File: src/rtl/regfile_wb_arbiter.sv
// rtl/regfile_wb_arbiter.sv - regfile write-port arbiter between the writeback stage and an MDU result FIFO
// Optional pending-destination scoreboard on pend_mask: define ARB_SCOREBOARD_EN
module regfile_wb_arbiter #(
    parameter int FIFO_DEPTH   = 2,
    parameter int STARVE_LIMIT = 4
) (
    input  logic        clk,
    input  logic        rst,
    input  logic        pipe_we,
    input  logic [4:0]  pipe_rd,
    input  logic [31:0] pipe_data,
    output logic        pipe_stall_req,
    input  logic        mdu_valid,
    input  logic [4:0]  mdu_rd,
    input  logic [31:0] mdu_data,
    output logic        mdu_ready,
    output logic        rf_load,
    output logic [4:0]  rf_dest,
    output logic [31:0] rf_in,
    output logic        busy,
    output logic [31:0] pend_mask
);
    localparam int PW = (FIFO_DEPTH > 1) ? $clog2(FIFO_DEPTH) : 1;
    localparam int CW = $clog2(FIFO_DEPTH + 1);
    localparam int SW = $clog2(STARVE_LIMIT + 1);

    logic [4:0]    fifo_rd_q   [FIFO_DEPTH];
    logic [31:0]   fifo_data_q [FIFO_DEPTH];
    logic [PW-1:0] rd_ptr_q, rd_ptr_d, wr_ptr_q, wr_ptr_d;
    logic [CW-1:0] count_q, count_d;
    logic [SW-1:0] starve_q, starve_d;
    logic          pipe_we_eff, push, pop;
    logic [4:0]    head_rd;
    logic [31:0]   head_data;

    assign pipe_we_eff = pipe_we && (pipe_rd != 5'd0);
    assign head_rd     = fifo_rd_q[rd_ptr_q];
    assign head_data   = fifo_data_q[rd_ptr_q];
    assign busy        = (count_q != '0);
    assign mdu_ready   = (count_q < CW'(FIFO_DEPTH));
    assign push        = mdu_valid && mdu_ready;

    // Outputs are gated while reset is held so no write escapes during an async reset.
    always_comb begin
        pop            = 1'b0;
        pipe_stall_req = 1'b0;
        rf_load        = 1'b0;
        rf_dest        = 5'd0;
        rf_in          = 32'd0;
        starve_d       = '0;
        if (!rst) begin
            starve_d = '0;
        end else if (pipe_we_eff && (starve_q < SW'(STARVE_LIMIT))) begin
            rf_load  = 1'b1;
            rf_dest  = pipe_rd;
            rf_in    = pipe_data;
            starve_d = busy ? starve_q + SW'(1) : '0;
        end else if (pipe_we_eff || busy) begin
            // Forced drain when pipe_we_eff, plain drain otherwise; rd=0 entries pop silently.
            pop            = 1'b1;
            pipe_stall_req = pipe_we_eff;
            rf_load        = (head_rd != 5'd0);
            rf_dest        = head_rd;
            rf_in          = (head_rd != 5'd0) ? head_data : 32'd0;
        end
    end

    always_comb begin
        rd_ptr_d = pop  ? rd_ptr_q + PW'(1) : rd_ptr_q;
        wr_ptr_d = push ? wr_ptr_q + PW'(1) : wr_ptr_q;
        count_d  = count_q;
        if (push && !pop) begin
            count_d = count_q + CW'(1);
        end else if (pop && !push) begin
            count_d = count_q - CW'(1);
        end
    end

    always_ff @(posedge clk or negedge rst) begin
        if (!rst) begin
            rd_ptr_q <= '0;
            wr_ptr_q <= '0;
            count_q  <= '0;
            starve_q <= '0;
            for (int i = 0; i < FIFO_DEPTH; i++) begin
                fifo_rd_q[i]   <= 5'd0;
                fifo_data_q[i] <= 32'd0;
            end
        end else begin
            rd_ptr_q <= rd_ptr_d;
            wr_ptr_q <= wr_ptr_d;
            count_q  <= count_d;
            starve_q <= starve_d;
            if (push) begin
                fifo_rd_q[wr_ptr_q]   <= mdu_rd;
                fifo_data_q[wr_ptr_q] <= mdu_data;
            end
        end
    end

`ifdef ARB_SCOREBOARD_EN
    logic [31:0] pend_mask_c;

    always_comb begin
        pend_mask_c = 32'd0;
        for (int i = 0; i < FIFO_DEPTH; i++) begin
            if (CW'(i) < count_q) begin
                pend_mask_c[fifo_rd_q[rd_ptr_q + PW'(i)]] = 1'b1;
            end
        end
        pend_mask_c[0] = 1'b0;
    end

    assign pend_mask = pend_mask_c;
`else
    assign pend_mask = 32'b0;
`endif

endmodule

File: config.mk
export PLATFORM = sky130hd
export DESIGN_NAME = regfile_wb_arbiter
export DESIGN_NICKNAME = d
export VERILOG_FILES = /design/src/rtl/regfile_wb_arbiter.sv
export SDC_FILE = /design/constraint.sdc
export NUM_CORES = 1
export LEC_CHECK = 0
export ABC_CLOCK_PERIOD_IN_PS = 2300
export BUFFER_PORTS_ARGS = -buffer_cell sky130_fd_sc_hd__buf_2
export CAP_MARGIN = 15
export CORE_MARGIN = 5
export CORE_UTILIZATION = 50
export DETAILED_ROUTE_END_ITERATION = 10
export PLACE_DENSITY = 0.77
export SYNTH_ARGS = -nofsm -noshare
export SYNTH_HDL_FRONTEND = slang
export SYNTH_SLANG_ARGS = --single-unit
File: constraint.sdc
create_clock -name clk -period 2.3 [get_ports clk]
set_clock_uncertainty 0.1 [all_clocks]
set_input_delay 0.115 -clock clk [delete_from_list [all_inputs] [get_ports clk]]
set_output_delay 0.115 -clock clk [all_outputs]
set_load 0.03 [all_outputs]
# Word level (Yosys, flattened, before mapping)
# Cells that the tools add are included.
classes:
  add_sub_neg: 5
  magnitude_cmp: 5
  n_mux: 33
  n_bitwise: 2
  n_reduce_logical: 13
op_table:
  columns: ["cell", "n"]
  rows:
  - ["two-way mux 32 bit", 8]
  - ["bitwise mux 64 bit", 1]
  - ["two-way mux 5 bit", 7]
  - ["demux 32 bit (select 1 bit)", 1]
  - ["bitwise mux 10 bit", 1]
  - ["nonzero test 5 bit", 2]
  - ["two-way mux 1 bit", 9]
  - ["two-way mux 3 bit", 3]
  - ["logical AND 1 bit", 6]
  - ["demux 5 bit (select 1 bit)", 1]
  - ["greater-or-equal comparator 2 bit (second input constant)", 2]
  - ["two-way mux 2 bit", 2]
  - ["NOT 1 -> 2 bit", 2]
  - ["nonzero test 2 bit", 2]
  - ["adder 3 x 1 -> 3 bit (second input constant)", 1]
  - ["< comparator 3 bit (second input constant)", 1]
  - ["adder 1 bit (second input constant)", 2]
  - ["adder 2 x 1 -> 2 bit (second input constant)", 1]
  - ["logical NOT 1 bit", 2]
  - ["< comparator 2 x 1 -> 1 bit (second input constant)", 1]
  - ["< comparator 2 bit (second input constant)", 1]
  - ["subtractor 2 x 1 -> 2 bit (second input constant)", 1]
  - ["logical OR 1 bit", 1]
word_totals:
  register_bits: 81
  inputBits: 78
  wordCells: 66

# Logic depth before layout (Yosys ltp)
# Gate-level depths: netlist of the first run.
logic_depth:
  word_depth: 9
  ltp_mapped: 8
  depth_no_buf: 7

# Worst setup path after synthesis of the first run
# Ideal clock, no wire load.
synth_timing:
  path_kind: "reg2out"
  from: "register count_q[0]"
  to: "output rf_in[28]"
  arrival_time_ns: 1.997
  slack_ns: 0.088
  stages_incl_launch_ff: 6
  path_buffers: 1
  path_cell_list: "dfrtp_1 -> or2_1 -> clkbuf_1 -> o22a_2 -> o2111ai_4 -> o21ai_0"
synth_between:
  elab_chain_len: 5
synth_lines:
  columns: ["element", "line", "text"]
  rows:
  - ["from (decl)", "30", "logic [CW-1:0] count_q, count_d;"]
  - ["from (signal assigned)", "92", "count_q <= count_d;"]
  - ["nonzero test 2 bit", "39", "assign busy = (count_q != '0);"]
  - ["net busy", "20", "output logic busy,"]
  - ["logical OR 1 bit", "58", "end else if (pipe_we_eff || busy) begin"]
  - ["two-way mux 32 bit", "58", null]
  - ["two-way mux 32 bit", "53", "end else if (pipe_we_eff && (starve_q < SW'(STARVE_LIMIT))) begin"]
  - ["two-way mux 32 bit", "51", "if (!rst) begin"]
  - ["to (decl)", "19", "output logic [31:0] rf_in,"]
# The timed path passes the listed nets, and every way through them passes these cells.

# Worst setup path in the final report of the first run
layout_timing:
  from: "register count_q[1]"
  to: "output rf_in[12]"
layout_between:
  elab_chain_len: 5
layout_lines:
  columns: ["element", "line"]
  rows:
  - ["nonzero test 2 bit", "39"]
  - ["logical OR 1 bit", "58"]
  - ["two-way mux 32 bit", "58"]
  - ["two-way mux 32 bit", "53"]
  - ["two-way mux 32 bit", "51"]
# No other way between the ends.

==> summary.txt, run 1 <==
CTS
  – CTS Buf Count: 9
  – Clock Path Buffers: 2
  – Root buffer cell: clkbuf_8
  – # clock sinks: about 80
  – CTS tree: built
  – H-tree levels: 3
  – Clk Latency, worst-skew pair: around 0.34 ns
  – Reg clk slew, reported paths: roughly 0.08 ns

Route
  – Remaining DRCs: 0
  – WL final: approximately 10,000 µm
  – Vias per std cell: ~5.1
  – Iter 0 DRT Violations: 85
  – Drt wl/cell: 16.8 µm
  – 1st-pass router iterations: 4
  – Final ANT Viol Nets: 0
  – Routed via count: 3,157

STA
  – Final WS setup: -0.0142 ns
  – Hold Slack: around 0.056 ns
  – RSZ-0062 raised after global routing: yes
  – Slew Viols, Final: 0
  – FMAX: between 400 and 500 MHz
  – Fin. Hold Viols: 0
  – Worst-margin pin slew: 0.966 ns
  – Slew margin rel.: between 30% and 40%
  – Period minus WS final: between 2 and 2.5 ns
  – Tcrit/Tclk final: 101%
  – Final setup vio count: 15

Final layout
  – Commonest non-fill, non-tap cell in the layout: buf_2
  – Layout Utilization: 70.5%
  – Fraction of layout cells with a size suffix above 1: between 50% and 60%
  – Most frequent cells in the layout: 84 x buf_2, 80 x dfrtp_1, 74 x mux2_2, 39 x nand2_1, 38 x dlygate4sd3_1
  – Area added between synthesis and finish: 36.4%
  – Nets: 596
  – Non-filler instance count after layout: 624
  – Ant. Diodes: 0

Critical path
  – Slowest stage delay, CP: approximately 0.46 ns
  – Worst path slowest cell: or4_1
  – Worst Path Required: about 2.1 ns
  – CP Class: reg -> out
  – Worst Path Max Fanout: 8
  – CP Launch Type: flop
  – Worst path cell trace: or4_1 > o22a_2 > o2111ai_4 > clkbuf_16 > o21ai_2 > buf_6
  – CP Data Arrival Time: about 2.1 ns
  – Crit path capture type: output port

Floorplan
  – Core Footprint: 8300 µm²
  – Die Ht: about 100 µm
  – # IOs: between 150 and 200
  – Initial Utilization: between 50 and 60%
  – Cell row count: 33
  – Full die area: 10,500 µm²
  – Die Wd: approximately 100 µm

Yosys
  – Netlist cell types: 32
  – Synthesized flop and latch total: slightly above 80
  – Syn. warnings: 0
  – Syn Inst Count: 352
  – Synth Area per Inst: about 12 µm²
  – Synth Cell Area: ~4300 µm²
  – Post-synthesis sequential area ratio: 47.3%

Flow run
  – Max-Cap Viols: 0

Pwr
  – IR drop worst, VDD: 0.598 mV
  – Lkg Pwr: 2.75 nW
  – P per Cell Area: ~1200 nW/µm²

Global route
  – Overall Global Routing Usage: about 20%
  – Initial antenna violation count: 0
  – Vias in the first global route: between 3,000 and 4,000
  – Global-route wire length before repair: about 16,000 µm
  – Pin count of the biggest net entering global routing: between 70 and 80
  – Grt ovf: 0

Status
  – Failing checks: negative setup slack
  – Outcome: complete, but fails checks

Placement
  – Number of I/O port buffers: ~120
  – Final HPWL DP: roughly 6500 µm
  – Placed cells: between 500 and 600
  – Routability cong.: just over 0.7

Worst hold path
  – Hold WC Path Type: in -> async
repair_timing:
action | CTS | global route
pin swaps | 4 | 13
endpoints found under the setup margin | 32 | 38
buffers inserted | 2 | 2
gates resized for setup | 66 | 29
hold buffers | 38 | 0
cloned | 2 | 1
hold endpoints to repair | 77 | 0
worst paths after layout:
check,start,endpoint,cells past startpoint,slack (ns)
min,rst,starve_q[2],2,0.06
max,count_q[1],rf_in[12],6,-0.01
max reg2reg,count_q[1],count_q[1],8,0.15
min in group clk,mdu_valid,wr_ptr_q,4,0.21
max in group asynchronous,rst,rd_ptr_q,3,0.82
min reg2reg,starve_q[0],starve_q[0],1,0.35
synthesized netlist by cell type:
master,count,area [µm²]
ha_1,2,25.0
mux2i_1,37,370
o21ai_2,29,254
xor2_1,2,17.5
nor2b_1,3,18.8
buf_4,32,240
o21ai_1,1,5.00
o211ai_2,1,12.5
nand2_1,40,150
buf_2,9,45.0
o31ai_4,1,21.3
o2bb2ai_1,1,8.76
o22a_2,1,10.0
nor4b_1,1,8.76
xnor2_1,3,26.3
o2111ai_4,1,26.3
nor4_1,1,6.26
buf_6,3,33.8
and3_1,2,12.5
and2_1,1,6.26
a22oi_1,1,7.51
or2_1,1,6.26
o311a_1,1,10.0
mux2_2,74,833
dfrtp_1,81,2030
or3_4,1,11.3
o21ai_0,7,35.0
inv_1,1,3.75
nor2_1,5,18.8
conb_1,1,3.75
clkbuf_1,7,26.3
or4_1,1,7.51
critical path, delay by kind of cell, from the launching register on:
| kind | cells | cell delay (ns) |
|---|---|---|
| DFF | 1 | 0.40 |
| AOI/OAI and AO/OA | 3 | 0.48 |
| and+or+nand+nor | 1 | 0.46 |
| buffers and inverters | 2 | 0.40 |
sequential cells by signal (all words and copies together) (netlist names):
register,cells
fifo_data_q,64
fifo_rd_q,10
count_q,2
rd_ptr_q,1
wr_ptr_q,1
starve_q,3
where the power goes:
part,internal (mW),switching (mW),leakage (nW)
sequential,2.14,0.399,0.963
clock,0.491,0.472,0.0892
combinational,1.66,1.71,1.69
cell families (layout without fill, tap and decap cells):
| group | after synthesis | in the layout | synth area share (%) |
|---|---|---|---|
| compound gates | 44 | 44 | 9.10 |
| xor+xnor | 5 | 5 | 1.02 |
| fa+ha+maj | 2 | 2 | 0.583 |
| buf+inv | 52 | 188 | 8.14 |
| flops | 81 | 81 | 47.3 |
| mux | 111 | 111 | 28.1 |
| other cells | 1 | 32 | 0.0874 |
| simple gates | 56 | 56 | 5.75 |
stage by stage:
step                      setup WS (ns)  setup TNS [ns]  power, mW  instance area, µm²
final                           -0.0142          -0.129       6.88                5850
after global routing            -0.0969           -1.98       7.29                5850
after CTS                       -0.0642          -0.782       6.72                5710
after detailed placement          0.276               0       5.44                4890
after global placement            0.309               0       5.33                4890
after floorplan                  0.0881               0       4.75                4410
layout make-up:
cell class	instances	area, µm²
clock inverters	3	43.8
multi-input cells	250	2160
clock buffers	11	131
inverters	1	3.75
flip-flops and latches	81	2030
repair buffers	173	1360
fillers	576	2450
well taps	105	131
per-layer routing:
layer	global-route usage, %	routed length (µm)	vias to the layer above
li1	-	-	1489
met1	23.8	4270	1548
met2	34.5	5380	115
met3	5.41	772	5
met4	6.26	66	0
met5	0	0	-
No activity file was read; power rests on OpenSTA's default activity.
==> run 2: changes to the inputs <==
- CELL_PAD_IN_SITES_DETAIL_PLACEMENT: default -> 0
- CELL_PAD_IN_SITES_GLOBAL_PLACEMENT: default -> 1
- CORE_UTILIZATION: 50 -> 39
- PLACE_DENSITY: 0.77 -> 0.78
==> run 2 against run 1 <==
Against the previous run:
- the flow now finishes without violations
- largest cell class unchanged
- first-iteration DRC count shrank 3.5%
- via count shrank 1.8%
- non-clock buffer count shrank 5
- core utilization shrank 18 points
- setup slack gained 0.048 ns
- count of clock-buffer cells in the layout is the same
==> summary.txt, run 2 (synthesis results as in run 1) <==
Flow run
  – Max-Cap Viols: 0

Critical path
  – Setup slack, reg-to-reg: roughly 0.23 ns
  – Slowest stage delay, CP: 0.46 ns
  – Worst Path Max Fanout: 14
  – Bufs and invs on worst path: 2
  – Worst Path Required: between 2 and 2.5 ns
  – Crit path capture type: output port
  – R2r endpoint: fifo_data_q[23]
  – Cell family with most CP delay: simple AND/OR/NAND/NOR gates
  – Worst path cell trace: or4_1 > o22a_2 > o2111ai_4 > buf_12 > o21ai_2 > buf_2
  – CP Class: reg -> out
  – R2R depth: 6
  – Worst path slowest cell: or4_1
  – CP Data Arrival Time: ~2.1 ns
  – CP Launch Type: flop
  – Reg-to-Reg Start: count_q[1]

Final layout
  – Non-filler instance count after layout: between 600 and 700
  – Most frequent cells in the layout: 108 x buf_2, 80 x dfrtp_1, 74 x mux2_2, 39 x nand2_1, 38 x dlygate4sd3_1
  – Nets: 591
  – Largest regs: fifo_data_q x64, fifo_rd_q x10, starve_q x3
  – Area added between synthesis and finish: 31.8%
  – Max FFs per register: 64
  – Fill cells: 975
  – Fraction of layout cells with a size suffix above 1: 50.0%
  – Largest Register: fifo_data_q
  – Commonest non-fill, non-tap cell in the layout: buf_2
  – Ant. Diodes: 0

Route
  – Remaining DRCs: 0
  – 1st-pass router iterations: 4
  – Final ANT Viol Nets: 0
  – Routed via count: 3,100
  – Iter 0 DRT Violations: around 80
  – WL final: around 9700 µm
  – Vias per std cell: roughly 4.7
  – Drt wl/cell: 14.8 µm

Placement
  – Final HPWL DP: 6790 µm
  – Routability cong.: 0.723
  – Pre-CTS WS: approximately 0.28 ns
  – Number of I/O port buffers: 118
  – Placed cells: 600

Status
  – Outcome: completed

Global route
  – GR Util met1: 19.0%
  – Grt ovf: 0
  – Met2 Usage GRT: about 25%
  – Global route hottest layer: met2
  – Pin count of the biggest net entering global routing: 80
  – Global-route wire length before repair: roughly 15,000 µm
  – GR Util met3: 4.32%
  – Initial antenna violation count: 0
  – Vias in the first global route: roughly 3,200
  – Overall Global Routing Usage: 14.7%

Floorplan
  – Die Wd: approximately 110 µm
  – Core Footprint: 10,800 µm²
  – Full die area: 13,200 µm²
  – Cell row count: 38
  – Initial Utilization: about two fifths
  – # IOs: roughly 150
  – Die Ht: ~110 µm

STA
  – Fin. Hold Viols: 0
  – Slew Viols, Final: 0
  – FMAX: 441 MHz
  – Tcrit/Tclk final: a little over nine tenths
  – Final WS setup: about 0.033 ns
  – Period minus WS final: between 2 and 2.5 ns
  – Final setup vio count: 0
  – RSZ-0062 raised after global routing: yes
  – Slew margin rel.: a little over a third
  – Worst-margin pin slew: ~0.97 ns

CTS
  – # clock sinks: 81
  – H-tree levels: 3
  – Reg clk slew, reported paths: roughly 0.080 ns
  – Clock Path Buffers: 2
  – CTS Buf Count: 9
  – CTS tree: built
  – Root buffer cell: clkbuf_8
  – Clk Latency, worst-skew pair: between 0.3 and 0.4 ns

Pwr
  – P per Cell Area: roughly 1200 nW/µm²
  – Lkg Pwr: roughly 2.7 nW
  – IR drop worst, VDD: 0.546 mV

Worst hold path
  – Hold WC Path Type: in -> async
[run 2: cell count changes in the layout (fill, tap and decap cells not counted), sizes merged]
cell,change
clkinvlp,+1
buf,-5
inv,+1
[run 2: worst max path at each step]
stage	start	to	slack [ns]	cells past startpoint
after floorplan	count_q[0]	rf_in[28]	0.09	5
after CTS	count_q[1]	rf_in[17]	-0.00002	6
final	count_q[1]	rf_in[20]	0.03	6
after global routing	count_q[1]	rf_in[20]	-0.07	6
after detailed placement	count_q[1]	rf_in[13]	0.28	6
after global placement	count_q[1]	rf_in[14]	0.31	6
[run 2: final cells by class]
cell class                      count  area (µm²)  share of cell area (%)
Multi-Input combinational cell    250        2060                    36.5
Sequential cell                    81        2030                    35.9
Timing Repair Buffer              168        1180                    20.8
Tap cell                          140         175                    3.10
Clock buffer                       11         141                    2.50
Clock inverter                      5        63.8                    1.13
Inverter                            1        3.75                  0.0664
[run 2: worst reg2reg max path, stage by stage (launching register included)]
cell and delay (ns):
dfrtp_1 0.39, buf_4 0.13, buf_4 0.12, nor2b_1 0.34
nand2_2 0.30, buf_12 0.27, mux2_2 0.30
[run 2: layer usage]
layer / part of all wire [%] / wire (µm) / up-vias
met5: 0 / 0 / -
met1: 43 / 4210 / 1502
met3: 7.5 / 727 / 9
li1: - / - / 1488
met2: 48 / 4700 / 101
met4: 0.82 / 80 / 0
[run 2: timing repair]
| item | 4_1_cts | 5_1_grt |
|---|---|---|
| pin swaps | 3 | 8 |
| setup endpoints to repair | 31 | 37 |
| resized for setup | 7 | 33 |
| setup buffers | 1 | 1 |
| hold endpoints to repair | 76 | 0 |
| hold buffers | 38 | 0 |
[run 2: where the power goes]
| part | switching, mW | total (mW) | internal (mW) |
|---|---|---|---|
| Combinational | 1.58 | 3.07 | 1.49 |
| Sequential | 0.384 | 2.52 | 2.14 |
| Clock | 0.519 | 1.06 | 0.539 |
| Total | 2.48 | 6.65 | 4.17 |
[run 2: metrics by stage]
step                util [%]  hold WS [ns]  setup TNS (ns)  power, mW  cell area (µm²)
floorplan                  -        -0.281               0       4.75             4410
global placement        45.8        -0.153               0       5.37             4940
detailed placement      45.8        -0.153               0       5.48             4940
CTS                     51.5        0.0640      -0.0000160       6.64             5560
global route            52.4        0.0838           -1.31       7.08             5650
finish                  52.4        0.0810               0       6.65             5650
